<file path="src/rtl/instr_queue.sv">
// rtl/instr_queue.sv - fetch-to-dispatch circular instruction queue with one-cycle flush; optional INSTR_QUEUE_BYPASS_EN zero-latency bypass
module instr_queue #(
   parameter int DEPTH   = 4,
   parameter int INSTR_W = 32,
   parameter int PC_W    = 32
) (
   input  logic                         CLK,
   input  logic                         nrst,
   input  logic                         fetch_valid,
   input  logic [INSTR_W-1:0]           instr_in,
   input  logic [PC_W-1:0]              pc_in,
   output logic                         fetch_ready,
   output logic                         disp_valid,
   output logic [INSTR_W-1:0]           instr_out,
   output logic [PC_W-1:0]              pc_out,
   input  logic                         disp_ready,
   input  logic                         flush,
   output logic [$clog2(DEPTH+1)-1:0]   count
);

   localparam int CW = $clog2(DEPTH+1);
   localparam int PW = $clog2(DEPTH);
   localparam logic [CW-1:0] FULL = CW'(DEPTH);
   localparam logic [PW-1:0] LAST = PW'(DEPTH-1);

   logic [INSTR_W-1:0] instr_mem_q [DEPTH];
   logic [PC_W-1:0]    pc_mem_q    [DEPTH];

   logic [PW-1:0] head_q, head_d;
   logic [PW-1:0] tail_q, tail_d;
   logic [CW-1:0] count_q, count_d;

   logic stored_valid;
   logic bypass;
   logic push;
   logic pop;

   assign stored_valid = (count_q != '0);

   // Full queue refuses fetch even when dispatch pops this cycle, keeping ready off the pop path.
   assign fetch_ready = nrst && (count_q != FULL);

`ifdef INSTR_QUEUE_BYPASS_EN
   // Empty queue with a waiting consumer hands the fetched entry straight through.
   assign bypass    = nrst && !stored_valid && fetch_valid && disp_ready && !flush;
   assign instr_out = bypass ? instr_in : instr_mem_q[head_q];
   assign pc_out    = bypass ? pc_in    : pc_mem_q[head_q];
`else
   assign bypass    = 1'b0;
   assign instr_out = instr_mem_q[head_q];
   assign pc_out    = pc_mem_q[head_q];
`endif

   assign disp_valid = nrst && (stored_valid || bypass);
   assign push       = fetch_valid && fetch_ready && !flush && !bypass;
   assign pop        = nrst && stored_valid && disp_ready && !flush;
   assign count      = count_q;

   // Pointer and occupancy next state; flush wins over any same-cycle push or pop.
   always_comb begin
      head_d  = head_q;
      tail_d  = tail_q;
      count_d = count_q;
      if (flush) begin
         head_d  = '0;
         tail_d  = '0;
         count_d = '0;
      end else begin
         if (push) tail_d = (tail_q == LAST) ? '0 : tail_q + 1'b1;
         if (pop)  head_d = (head_q == LAST) ? '0 : head_q + 1'b1;
         count_d = count_q + CW'(push) - CW'(pop);
      end
   end

   // Pointer and count registers with synchronous active-low reset.
   always_ff @(posedge CLK) begin
      if (!nrst) begin
         head_q  <= '0;
         tail_q  <= '0;
         count_q <= '0;
      end else begin
         head_q  <= head_d;
         tail_q  <= tail_d;
         count_q <= count_d;
      end
   end

   // Entry storage is written at the tail on push; contents need no reset since count gates validity.
   always_ff @(posedge CLK) begin
      if (push) begin
         instr_mem_q[tail_q] <= instr_in;
         pc_mem_q[tail_q]    <= pc_in;
      end
   end

endmodule

</file>
<file path="config.mk">
export PLATFORM = sky130hd
export DESIGN_NAME = instr_queue
export DESIGN_NICKNAME = d
export VERILOG_FILES = /design/src/rtl/instr_queue.sv
export SDC_FILE = /design/constraint.sdc
export NUM_CORES = 1
export LEC_CHECK = 0
export ABC_AREA = 1
export BUFFER_PORTS_ARGS = -buffer_cell sky130_fd_sc_hd__buf_2
export CAP_MARGIN = 0
export CORE_UTILIZATION = 50
export CTS_BUF_LIST = sky130_fd_sc_hd__clkbuf_16
export DETAILED_ROUTE_END_ITERATION = 8
export GPL_ROUTABILITY_DRIVEN = 0
export PLACE_DENSITY = 0.74
export SLEW_MARGIN = 40
export SYNTH_ARGS = -nofsm -noshare
export SYNTH_HDL_FRONTEND = slang
export SYNTH_SLANG_ARGS = --single-unit
export TNS_END_PERCENT = 20
</file>
<file path="constraint.sdc">
create_clock -name CLK -period 4.4 [get_ports CLK]
set_input_delay 0.88 -clock CLK [delete_from_list [all_inputs] [get_ports CLK]]
set_output_delay 0.88 -clock CLK [all_outputs]
set_load 0.05 [all_outputs]
</file>
==> results_dict.tcl, run 1 <==
set metrics [dict create \
    grt_pass1_wl_um 29910 \
    post-dp-hpwl_um 10710 \
    post_cts_resized 0 \
    synth-seq-cells 265 \
    regArea_um2 7873 \
    worst_setup_path_endpoint "instr_out[12]" \
    min_from "head_q[1]" \
    total_power_mw 4.983 \
    synth_cell_types 23 \
    vias 5998 \
    routedWlPerCell_um 17.56 \
    grt_setup_unrepaired "no" \
    cp_max_fo 70 \
    first_iter_violations 405 \
    ff2ff_path_depth 11 \
    seq_area_frac_synth 0.7845 \
    numPortBuffers 137 \
    grtUsageMet3 0.04332 \
    cp.arrival_ps 2790 \
    setup_viol_count_final 0 \
    r2r_setup_slack_ps 1890 \
    cts.sinks 265 \
    h-tree-depth 1 \
    io_pins 138 \
    die-width_um 143.6 \
    synth_edf_count 256 \
    timing.fmax_mhz 272.7 \
    first_pass_iters 5 \
    cts-root-buf "clkbuf_16" \
    slew_violations 0 \
    grt_use_met2 0.3122 \
    async_flop_share 0 \
    synthFlopType "edfxtp_1" \
    grt-busiest-layer "met2" \
    die_h_um 143.6 \
    p_per_area_nw_per_um2 425.6 \
    fp.coreArea_um2 19590 \
    gr-usage-met1 0.2522 \
    multiInputGateArea_um2 1823 \
    syn_inst 694 \
    gr-total-overflow 0 \
    max-slew-margin-rel 0.5240 \
    num_rows 51 \
    drc_errors 0 \
    cts-buffers-inserted 27 \
    p_leak_nw 4.181 \
    r2r-start "count[1]" \
    crit_required_ps 3520 \
    nNetsFinal 908 \
    timing.final.crit_share 0.8333 \
    floorplan.initialDensity 0.5119 \
    criticalPathCategory "reg -> out" \
    r2r_end "count[2]" \
    die_area_um2 20630 \
    grtUsageTotal 0.1895 \
    areaGrowthSynthToFinish_pct 16.76 \
    routed_wl_um 19610 \
    clk_pin_slew_ps 60 \
    syn_area_per_cell_um2 14.45 \
    cts_setup_buffers 0 \
    syn-num-nets 771 \
    finalClockSkew_ps 7.246 \
    postCtsHoldBufs 0 \
    grt_max_degree 77 \
    yosysWarnings 0 \
    finalSetupTns_ps 0 \
    fill_cells 1514 \
    tightestPinTransition_ps 714.0 \
    min_path_type "reg -> reg" \
    ant_nets 0 \
    crit_path_start_kind "register" \
    peakVddDrop_mv 0.2929 \
    grt_antenna_before_repair 2 \
    drv_cap 0 \
    layout-drive-gt1-share 0.2268 \
    clk_latency_ps 520 \
    cts_max_path_buffers 3 \
    cts_tree "yes" \
    hold_violations 0 \
    grt_pass1_vias 5855 \
    synth_area_um2 10030 \
    viasPerCell 5.370 \
    outcome "complete, no violations" \
    cp-end-kind "primary output" \
    min_period_ps 3666 \
]
## sequential cells by signal, summed over array words and instances (netlist names), named ones only
name         count
instr_mem_q    128
pc_mem_q       128
count            3
head_q           2
tail_q           2
## cell usage after synthesis, types with 2 or more instances
master    count  area share
nor2_1      141       0.053
inv_1        20      0.0075
dfxtp_1       9       0.018
o22ai_1      64       0.040
nand4_1       2      0.0012
nand2_1      14      0.0052
o21ai_1      56       0.028
nand3_1       5      0.0025
ha_1          7      0.0087
clkbuf_2      3      0.0015
edfxtp_1    256        0.77
o21ai_0      72       0.036
buf_4         3      0.0022
buf_6        14       0.016
buf_2         7      0.0035
clkbuf_1     14      0.0052
## where the power goes
group | switching [mW] | internal, mW | leakage (nW)
Combinational | 0.152 | 0.0529 | 1.38
Clock | 0.865 | 1.11 | 0.409
Sequential | 0.00821 | 2.79 | 2.39
## per-stage QoR
step / util / instances / area [um2] / hold slack, ps / worst slack (ps)
global route: 0.5976 / 1116 / 11710 / 557.5 / 593.9
floorplan: - / 694 / 10030 / 514.3 / -132.9
detailed placement: 0.5578 / 1067 / 10930 / 534.7 / 1165
global placement: 0.5577 / 1067 / 10930 / 539.0 / 1206
finish: 0.5977 / 1117 / 11710 / 537.1 / 733.6
CTS: 0.5976 / 1116 / 11710 / 544.6 / 720.8
## final cells by class
class / count / share of cell area
inverters: 22 / 0.007480
repair buffers: 149 / 0.06946
clock buffers: 27 / 0.05770
diodes: 1 / 0.0002137
multi-input cells: 366 / 0.1557
well taps: 265 / 0.02832
flip-flops and latches: 265 / 0.6724
clock inverters: 22 / 0.008763
## layout by cell type (no fill, tap or decap), types with 9 or more instances in the layout
cell	n
clkbuf_16	27
nor2_1	137
buf_2	137
o21ai_0	72
o22ai_1	64
o21ai_1	56
buf_4	9
nand2_1	14
inv_1	27
edfxtp_1	256
## cell families (layout without fill, tap and decap cells)
family / Yosys count / count (layout) / synth area share
AOI/OAI and AO/OA: 194 / 194 / 0.1049
other: 0 / 1 / 0
and+or+nand+nor: 164 / 164 / 0.06313
buffers and inverters: 63 / 220 / 0.03668
adders and majority gates: 8 / 8 / 0.01073
DFF: 265 / 265 / 0.7845
## worst min-delay path by stage
| stage | end | slack, ps | depth (start not counted) |
|---|---|---|---|
| 6_report | register | 540 | 4 |
| 5_1_grt | pc_mem_q[1][27] | 560 | 1 |
| 4_1_cts | register | 540 | 4 |
| 3_5_place_dp | register | 530 | 4 |
| 3_3_place_gp | register | 540 | 4 |
| 2_1_floorplan | register | 510 | 4 |
## critical path, stage by stage, from the launching register on
cell     delay (ps)
dfxtp_4         740
buf_4           640
o21ai_0         200
o22ai_1         310
buf_2           320
## layer usage
| metal | up-vias | routed length, um |
|---|---|---|
| met5 | - | 10 |
| met3 | 30 | 1519 |
| met4 | 2 | 333 |
| met2 | 191 | 9280 |
| li1 | 2875 | - |
| met1 | 2900 | 8470 |
No activity file was read; power rests on OpenSTA's default activity.
==> run 2: changes to the inputs <==
Settings changed: ABC_AREA 1 to 0.
Clock period 4.4 ns to 3.05 ns, I/O delays scaled along.
==> results_dict.tcl, run 2 <==
set metrics [dict create \
    outcome "complete, no violations" \
    routed_wl_um 16970 \
    crit_path_start_kind "register" \
    grt_setup_unrepaired "no" \
    yosysMostFrequentCell "edfxtp_1" \
    routedWlPerCell_um 20.45 \
    post-dp-hpwl_um 10520 \
    first_pass_iters 4 \
    synth_edf_count 256 \
    cp.arrival_ps 2080 \
    h-tree-depth 1 \
    synthFlopType "edfxtp_1" \
    cts-buffers-inserted 26 \
    min_period_ps 2688 \
    synth_top_area_cell "edfxtp_1" \
    regArea_um2 7875 \
    areaGrowthSynthToFinish_pct 19.95 \
    yosysWarnings 0 \
    worstPathCellList "buf_12 -> mux4_2 -> buf_2" \
    slowest_delay_ps 640 \
    layout_common_cells "edfxtp_1 (256), buf_2 (137), mux4_2 (64)" \
    async_flop_share 0 \
    io_pins 138 \
    finalClockSkew_ps 12.34 \
    max-slew-margin-rel 0.6835 \
    layout-drive-gt1-share 0.4534 \
    mostFrequentLayoutCell "edfxtp_1" \
    fill_cells 1344 \
    grt_antenna_before_repair 0 \
    criticalPathCategory "reg -> out" \
    setup_viol_count_final 0 \
    die_area_um2 20010 \
    grt_max_degree 36 \
    floorplan.initialDensity 0.5146 \
    clk_pin_slew_ps 60 \
    syn_area_per_cell_um2 25.25 \
    gr-total-overflow 0 \
    synth_area_um2 9722 \
    multiInputGateArea_um2 1735 \
    fp.coreArea_um2 18890 \
    r2r_setup_slack_ps 590 \
    p_per_area_nw_per_um2 626.8 \
    grt_pass1_wl_um 26070 \
    cts-root-buf "clkbuf_16" \
    vias 4412 \
    drv_cap 0 \
    drc_errors 0 \
    yosysTopAreaCellShare 0.7907 \
    nNetsFinal 626 \
    p_leak_nw 3.950 \
    cts_tree "yes" \
    tightestPinTransition_ps 474.7 \
    numPortBuffers 137 \
    syn-num-nets 462 \
    postCtsHoldBufs 0 \
    synth-seq-cells 265 \
    timing.hold.ws_ps 310.3 \
    hold_violations 0 \
    grt_pass1_vias 4829 \
    num_rows 50 \
    synth_area_leaders "edfxtp_1 (79%), mux4_2 (15%), dfxtp_1 (1.9%)" \
    cts.sinks 265 \
    grtUsageTotal 0.1740 \
    finalSetupTns_ps 0 \
    cp-end-kind "primary output" \
    die_h_um 141.4 \
    pre_cts_ws_ps 418.5 \
    cp_max_fo 35 \
    timing.fmax_mhz 372.0 \
    cts_max_path_buffers 3 \
    syn_inst 385 \
    timing.final.crit_share 0.8814 \
    first_iter_violations 266 \
    synth_cell_types 23 \
    clk_latency_ps 510 \
    die-width_um 141.4 \
    post_cts_resized 0 \
    crit_required_ps 2440 \
    slowest_stage "dfxtp_4" \
    fin_ws_ps 361.8 \
    peakVddDrop_mv 0.3980 \
    netlist_top_cells_count "edfxtp_1 (256), mux4_2 (64), dfxtp_1 (9), ha_1 (7), inv_1 (7)" \
    min_path_type "in -> reg" \
    total_power_mw 7.309 \
    slew_violations 0 \
    seq_area_frac_synth 0.8093 \
    cts_setup_buffers 0 \
    ant_nets 0 \
    viasPerCell 5.316 \
]
==> run 2: changes by cell type after synthesis, sizes merged, moves of 4 or more <==
cell / before / now
mux4: 0 / 64
nand2: 14 / 4
nand3: 5 / 0
clkbuf: 17 / 2
nor2: 141 / 0
o22ai: 64 / 0
and2: 0 / 7
inv: 21 / 7
buf: 24 / 14
mux2i: 0 / 4
o21ai: 128 / 0
==> run 2: cells by family (layout without fill, tap and decap cells) <==
| group | after synthesis | count (layout) | synth area share |
|---|---|---|---|
| AOI/OAI and AO/OA | 1 | 1 | 0.001030 |
| xor gates and xnor gates | 2 | 2 | 0.001802 |
| adders and majority gates | 8 | 8 | 0.01107 |
| buffers and inverters | 23 | 207 | 0.01287 |
| DFF | 265 | 265 | 0.8093 |
| muxes | 68 | 68 | 0.1524 |
| other | 0 | 1 | 0 |
| and+or+nand+nor | 18 | 18 | 0.01158 |
==> run 2: where the power goes <==
part | switching (mW) | internal [mW] | total [mW]
combinational | 0.196 | 0.0926 | 0.288
sequential | 0.0101 | 4.03 | 4.04
clock | 1.23 | 1.75 | 2.98
==> run 2: metal layers <==
| metal | part of all wire | vias to the layer above | GRT usage | wire length (um) |
|---|---|---|---|---|
| li1 | - | 1961 | - | - |
| met1 | 0.40 | 2303 | 0.2146 | 6833 |
| met2 | 0.52 | 122 | 0.3116 | 8873 |
| met3 | 0.055 | 26 | 0.03544 | 932 |
| met4 | 0.020 | 0 | 0.05207 | 331 |
| met5 | 0 | - | 0 | 0 |
==> run 2: worst max-delay path: cells and delay by family, from the launching register on <==
family	cells	cell delay [ps]
buffers and inverters	2	520
DFF	1	640
muxes	1	360
==> run 2: final cells by class <==
type,instances,share of cell area
Antenna cell,1,0.0002146
Clock buffer,27,0.05794
Clock inverter,21,0.01159
Inverter,7,0.002253
Multi-Input combinational cell,97,0.1488
Sequential cell,265,0.6753
Tap cell,260,0.02790
Timing Repair Buffer,152,0.07597
==> run 2: worst paths after layout <==
path	start	to	cells after the start
worst max-delay path	register	instr_out[10]	3
worst min-delay path	pc_in[8]	pc_mem_q[1][8]	1
worst max register to register	count[1]	count[2]	11
worst min register to register	head_q[1]	register	2
==> run 2: stage by stage <==
step | utilization | area [um2] | instances
2_1_floorplan | - | 9723 | 385
3_3_place_gp | 0.5742 | 10850 | 781
3_5_place_dp | 0.5742 | 10850 | 781
4_1_cts | 0.6171 | 11660 | 829
5_1_grt | 0.6171 | 11660 | 829
6_report | 0.6172 | 11660 | 830
